`src/rtl/multicycle_control_fsm_if.sv`:
```
// Control interface between the multicycle control FSM and the RISC-V datapath.
// Carries the opcode from the instruction register and every datapath
// mux select / write enable produced by the control unit.
//   master : control unit side (receives opcode, drives controls)
//   slave  : datapath side     (drives opcode, receives controls)
interface multicycle_control_fsm_if;
    logic [6:0] opcode;
    logic       RegWrite;
    logic       ALUSrcA;
    logic       MemRead;
    logic       MemWrite;
    logic       MemtoReg;
    logic       IorD;
    logic       IRWrite;
    logic       PCWrite;
    logic       PCWriteCond;
    logic       PCSource;
    logic [1:0] ALUOp;
    logic [1:0] ALUSrcB;

    modport master (
        input  opcode,
        output RegWrite, ALUSrcA, MemRead, MemWrite, MemtoReg, IorD,
               IRWrite, PCWrite, PCWriteCond, PCSource, ALUOp, ALUSrcB
    );

    modport slave (
        output opcode,
        input  RegWrite, ALUSrcA, MemRead, MemWrite, MemtoReg, IorD,
               IRWrite, PCWrite, PCWriteCond, PCSource, ALUOp, ALUSrcB
    );
endinterface

```
`src/rtl/multicycle_control_fsm.sv`:
```
// Main control unit of the multicycle RISC-V datapath (Moore FSM, S0-S8).
// Sequences fetch/decode/execute/memory/writeback for lw, sw, R-type and
// branch; all controls are decoded from the current state only.
// Ports:
//   clk   : rising-edge clock
//   reset : asynchronous active-low reset (0 forces S0 immediately)
//   bus   : control interface (master side): opcode in, controls out
module multicycle_control_fsm (
    input  logic                           clk,
    input  logic                           reset,
    multicycle_control_fsm_if.master       bus
);

    typedef enum logic [3:0] {
        S0 = 4'd0,  // fetch
        S1 = 4'd1,  // decode
        S2 = 4'd2,  // memory address
        S3 = 4'd3,  // memory read
        S4 = 4'd4,  // load writeback
        S5 = 4'd5,  // memory write
        S6 = 4'd6,  // R-type execute
        S7 = 4'd7,  // R-type completion
        S8 = 4'd8   // branch
    } state_t;

    localparam logic [6:0] OP_LW     = 7'b0000011;
    localparam logic [6:0] OP_SW     = 7'b0100011;
    localparam logic [6:0] OP_RTYPE  = 7'b0110011;
    localparam logic [6:0] OP_BRANCH = 7'b1100011;
    localparam logic [6:0] OP_JALR   = 7'b1100111;

    state_t state_q;
    state_t state_d;

    // State register
    always_ff @(posedge clk or negedge reset) begin
        if (!reset) begin
            state_q <= S0;
        end else begin
            state_q <= state_d;
        end
    end

    // Next-state logic; opcode only matters when leaving S1 or S2
    always_comb begin
        state_d = S0;
        case (state_q)
            S0: state_d = S1;
            S1: begin
                if (bus.opcode == OP_LW || bus.opcode == OP_SW) begin
                    state_d = S2;
                end else if (bus.opcode == OP_RTYPE) begin
                    state_d = S6;
                end else if (bus.opcode == OP_BRANCH || bus.opcode == OP_JALR) begin
                    state_d = S8;
                end else begin
                    state_d = S0;
                end
            end
            S2: begin
                if (bus.opcode == OP_LW) begin
                    state_d = S3;
                end else if (bus.opcode == OP_SW) begin
                    state_d = S5;
                end else begin
                    state_d = S0;
                end
            end
            S3:      state_d = S4;
            S4:      state_d = S0;
            S5:      state_d = S0;
            S6:      state_d = S7;
            S7:      state_d = S0;
            S8:      state_d = S0;
            default: state_d = S0;  // unencoded 9-15 recover to fetch
        endcase
    end

    // Output decode; unencoded states leave every control at 0
    always_comb begin
        bus.RegWrite    = 1'b0;
        bus.ALUSrcA     = 1'b0;
        bus.MemRead     = 1'b0;
        bus.MemWrite    = 1'b0;
        bus.MemtoReg    = 1'b0;
        bus.IorD        = 1'b0;
        bus.IRWrite     = 1'b0;
        bus.PCWrite     = 1'b0;
        bus.PCWriteCond = 1'b0;
        bus.PCSource    = 1'b0;
        bus.ALUOp       = 2'b00;
        bus.ALUSrcB     = 2'b00;
        case (state_q)
            S0: begin
                bus.MemRead = 1'b1;
                bus.IRWrite = 1'b1;
                bus.PCWrite = 1'b1;
                bus.ALUSrcB = 2'b01;
            end
            S1: begin
                bus.ALUSrcB = 2'b11;
            end
            S2: begin
                bus.ALUSrcA = 1'b1;
                bus.ALUSrcB = 2'b10;
            end
            S3: begin
                bus.MemRead = 1'b1;
                bus.IorD    = 1'b1;
            end
            S4: begin
                bus.RegWrite = 1'b1;
                bus.MemtoReg = 1'b1;
            end
            S5: begin
                bus.MemWrite = 1'b1;
                bus.IorD     = 1'b1;
            end
            S6: begin
                bus.ALUSrcA = 1'b1;
                bus.ALUOp   = 2'b10;
            end
            S7: begin
                bus.RegWrite = 1'b1;
            end
            S8: begin
                bus.ALUSrcA     = 1'b1;
                bus.ALUOp       = 2'b01;
                bus.PCWriteCond = 1'b1;
                bus.PCSource    = 1'b1;
            end
            default: ;
        endcase
    end

endmodule

```
`src/flat_wrapper.sv`:
```
// flat-port wrapper written by rule: the top's interface ports become plain ports
module multicycle_control_fsm_flat 
  (clk, reset, bus_opcode, bus_RegWrite, bus_ALUSrcA, bus_MemRead, bus_MemWrite, bus_MemtoReg, bus_IorD, bus_IRWrite, bus_PCWrite, bus_PCWriteCond, bus_PCSource, bus_ALUOp, bus_ALUSrcB);
  multicycle_control_fsm_if bus_i ();
  input  logic clk;
  input  logic reset;
  input wire logic [$bits(bus_i.opcode)-1:0] bus_opcode;
  output wire logic [$bits(bus_i.RegWrite)-1:0] bus_RegWrite;
  output wire logic [$bits(bus_i.ALUSrcA)-1:0] bus_ALUSrcA;
  output wire logic [$bits(bus_i.MemRead)-1:0] bus_MemRead;
  output wire logic [$bits(bus_i.MemWrite)-1:0] bus_MemWrite;
  output wire logic [$bits(bus_i.MemtoReg)-1:0] bus_MemtoReg;
  output wire logic [$bits(bus_i.IorD)-1:0] bus_IorD;
  output wire logic [$bits(bus_i.IRWrite)-1:0] bus_IRWrite;
  output wire logic [$bits(bus_i.PCWrite)-1:0] bus_PCWrite;
  output wire logic [$bits(bus_i.PCWriteCond)-1:0] bus_PCWriteCond;
  output wire logic [$bits(bus_i.PCSource)-1:0] bus_PCSource;
  output wire logic [$bits(bus_i.ALUOp)-1:0] bus_ALUOp;
  output wire logic [$bits(bus_i.ALUSrcB)-1:0] bus_ALUSrcB;
  assign bus_i.opcode = bus_opcode;
  assign bus_RegWrite = bus_i.RegWrite;
  assign bus_ALUSrcA = bus_i.ALUSrcA;
  assign bus_MemRead = bus_i.MemRead;
  assign bus_MemWrite = bus_i.MemWrite;
  assign bus_MemtoReg = bus_i.MemtoReg;
  assign bus_IorD = bus_i.IorD;
  assign bus_IRWrite = bus_i.IRWrite;
  assign bus_PCWrite = bus_i.PCWrite;
  assign bus_PCWriteCond = bus_i.PCWriteCond;
  assign bus_PCSource = bus_i.PCSource;
  assign bus_ALUOp = bus_i.ALUOp;
  assign bus_ALUSrcB = bus_i.ALUSrcB;
  multicycle_control_fsm u_core (.clk(clk), .reset(reset), .bus(bus_i));
endmodule
```
`config.mk`:
```
export PLATFORM = sky130hd
export DESIGN_NAME = multicycle_control_fsm_flat
export DESIGN_NICKNAME = d
export VERILOG_FILES = /design/src/rtl/multicycle_control_fsm_if.sv /design/src/rtl/multicycle_control_fsm.sv /design/src/flat_wrapper.sv
export SDC_FILE = /design/constraint.sdc
export NUM_CORES = 1
export LEC_CHECK = 0
export CORE_AREA = 8 8 45 47
export DETAILED_ROUTE_END_ITERATION = 6
export DIE_AREA = 0 0 53 55
export PLACE_DENSITY = 0.66
export SLEW_MARGIN = 20
export SYNTH_ARGS = -nofsm -noshare
export SYNTH_HDL_FRONTEND = slang
export SYNTH_SLANG_ARGS = --single-unit
```
`constraint.sdc`:
```
create_clock -name clk -period 1.25 [get_ports clk]
set_input_delay 0.125 -clock clk [delete_from_list [all_inputs] [get_ports clk]]
set_output_delay 0.125 -clock clk [all_outputs]
set_load 0.03 [all_outputs]
```
==> flow_summary.yaml <==
sta:
  whs_ps: 82.7
  finalCriticalPeriod_ps: 1500
  slew_violations: 0
  timing.fmax_ghz: 0.666
  finalHoldViolations: 0
  rsz0062_at_grt: "yes"
  fin_crit_sh_pct: 120
  setup_viol: 14
  clock_skew_ps: 8.86
  relSlewSlack_pct: 80.2
  worst-slew-pin-transition_ps: 296
  setup_slack_ps: -252
yosys:
  ys_ff_latch: 4
  synthTopCellsByCount: "4 x dfrtp_1, 4 x nor2_1, 3 x inv_1, 3 x nor2b_1, 3 x nor3_1"
  synthFlopType: "dfrtp_1"
  synth-edff-count: 0
  synth_warnings: 0
  synthTopCellsByArea: "dfrtp_1 25%, nor2b_1 4.7%, nor4b_1 4.4%, xnor2_1 4.4%, nor3_1 3.8%"
  yosysSeqAreaShare_pct: 25.2
  synthCells: 50
  syn_area_per_cell_sq_um: 7.96
  synth_area_sq_um: 398
  synth_top_area_share_pct: 25.2
  synth.distinct_cells: 30
  synthArstFlopShare_pct: 100
  yosys.area.top_type: "dfrtp_1"
  synth_fp_nets: 59
setup_path:
  required_ps: 1120
  reg2regPathDepth: 4
  start_kind: "flip-flop"
  cp_slowest_cell: "dfrtp_1"
  path_cells: "buf_6 > nor2b_4 > or2_4 > and2_4 > buf_6"
  cpPeakStageDelay_ps: 400
  crit_type: "flip-flop to output port"
  crit_path_frequent_cell: "buf_6"
  rr_startpoint: "u_core.state_q[0]"
  cp_top_family: "simple AND/OR/NAND/NOR gates"
  rr_endpoint: "u_core.state_q[1]"
  critPathArrivalTime_ps: 1380
  end_kind: "output port"
  worstPathMaxFanout: 3
  reg2reg_slack_ps: 10
  crit_buf_inv: 2
worst_hold_path:
  hold_class: "input port to async pin"
grt:
  grt_max_degree: 11
  grt_pass1_wl_mm: 2.68
  grt_pass1_vias: 607
  antenna_found_initial: 0
  grt_use_total_pct: 12.2
  grt_overflow_total: 0
layout:
  drive_gt1_share_pct: 75.0
  finalInstanceArea_sq_um: 1000
  final_util_pct: 72.2
  area_growth_pct: 151
  nets: 103
  largest-register: "u_core.state_q"
  finish.cell_count_without_fillers: 108
  insertedDiodeCount: 0
  fill_cells: 109
  reg_top3: "u_core.state_q x4"
  largest_reg_flops: 4
clocking:
  htreeDepth: 1
  numCtsBuffers: 3
  cts_tree: "built"
  clock_sinks: 4
  clockBufferDepth: 2
  clockRootBuffer: "clkbuf_4"
  worstSkewPairLatency_ps: 240
  cts_hold_buf: 0
  clk_pin_slew_ps: 40
detailed_routing:
  first_iter_violations: 6
  drtPass1Iterations: 4
  ant_nets: 0
  finalWirelength_mm: 1.66
  vias: 557
  drc_errors: 0
  avgViaCountPerCell: 5.16
  wire_per_inst_um: 15.4
floorplanning:
  core_area_sq_um: 1380
  die_h_um: 55
  fp-row-count: 14
  io_pins: 23
  die_x_um: 53
  die_area_sq_um: 2920
  start_util_pct: 28.8
placement:
  place_congestion: 0.881
  hpwl_mm: 1.23
  dp_cells: 100
  io_buffers: 22
  postPlaceCellArea_sq_um: 790
power:
  total_power_mw: 1.22
  p_per_area_nw_per_um2: 1220
  leakagePower_nw: 0.414
  peakVddDrop_mv: 0.922
outcome:
  status: "complete, but fails checks"
  violations: "negative setup slack"
flow_run:
  max_cap_violations: 0
## worst register-to-register path, cell delays in order, from the launching register on
cell	delay (ps)
dfrtp_1	400
buf_4	210
nand4bb_4	260
o31a_2	140
a31oi_2	150
## area by class of cell
type | count | area [sq um] | area share, %
clock buffer | 3 | 22.5 | 2.25
inverter | 3 | 11.3 | 1.13
multi-input combinational | 37 | 424 | 42.4
sequential | 4 | 103 | 10.3
tap | 16 | 20.0 | 2.00
timing repair buffer | 45 | 419 | 41.9
## per-layer routing
metal	track usage, %	share of wire [%]	vias to the layer above
li1	-	-	264
met1	11.8	37	269
met2	23.0	55	22
met3	3.21	7.1	2
met4	6.47	1.4	0
met5	0	0	-
## stage by stage
step | setup WS, ps | TNS, ps
3_5_place_dp | -395 | -1070
2_1_floorplan | -186 | -1060
5_1_grt | -291 | -3530
6_report | -252 | -2810
4_1_cts | -239 | -2930
3_3_place_gp | -369 | -988
## cell families (layout without fill, tap and decap cells)
logic type / Yosys count / in the layout / share of synthesized area, %
simple gates: 27 / 27 / 41.5
buf+inv: 9 / 51 / 10.7
flops: 4 / 4 / 25.2
mux: 1 / 1 / 2.52
xor+xnor: 2 / 2 / 4.40
compound gates: 7 / 7 / 15.7
## what timing repair did
item / CTS / global route
endpoints found under the setup margin: 18 / 17
buffers inserted: 5 / 0
resized for setup: 22 / 13
pin swaps: 10 / 4
## power by group
group	switching [mW]	total, mW	internal (mW)
registers	0.0195	0.168	0.149
clock network	0.0561	0.164	0.108
logic	0.447	0.892	0.445
## cell usage in the layout (no fill, tap or decap), types with 2 or more instances in the layout
master / netlist / routed
dfrtp_2: 0 / 2
nand2_1: 2 / 2
clkbuf_4: 0 / 3
nor2_2: 0 / 2
inv_1: 3 / 2
nor2b_4: 0 / 3
dlygate4sd2_1: 0 / 3
nor3_2: 0 / 2
clkdlybuf4s50_1: 0 / 5
buf_4: 2 / 22
buf_6: 0 / 14
nand3_1: 2 / 2
dfrtp_1: 4 / 2
## worst max path at each step
stage,start,end,slack (ps),cells past startpoint
after global placement,bus_opcode[2],u_core.state_q[0],-370,4
final,u_core.state_q[1],bus_ALUSrcB[1],-250,5
after floorplan,u_core.state_q[1],bus_PCWriteCond,-190,3
after CTS,u_core.state_q[2],bus_PCSource,-240,3
after detailed placement,bus_opcode[2],u_core.state_q[0],-400,4
after global routing,u_core.state_q[1],bus_ALUSrcB[1],-290,5
No activity file was read; power rests on OpenSTA's default activity.
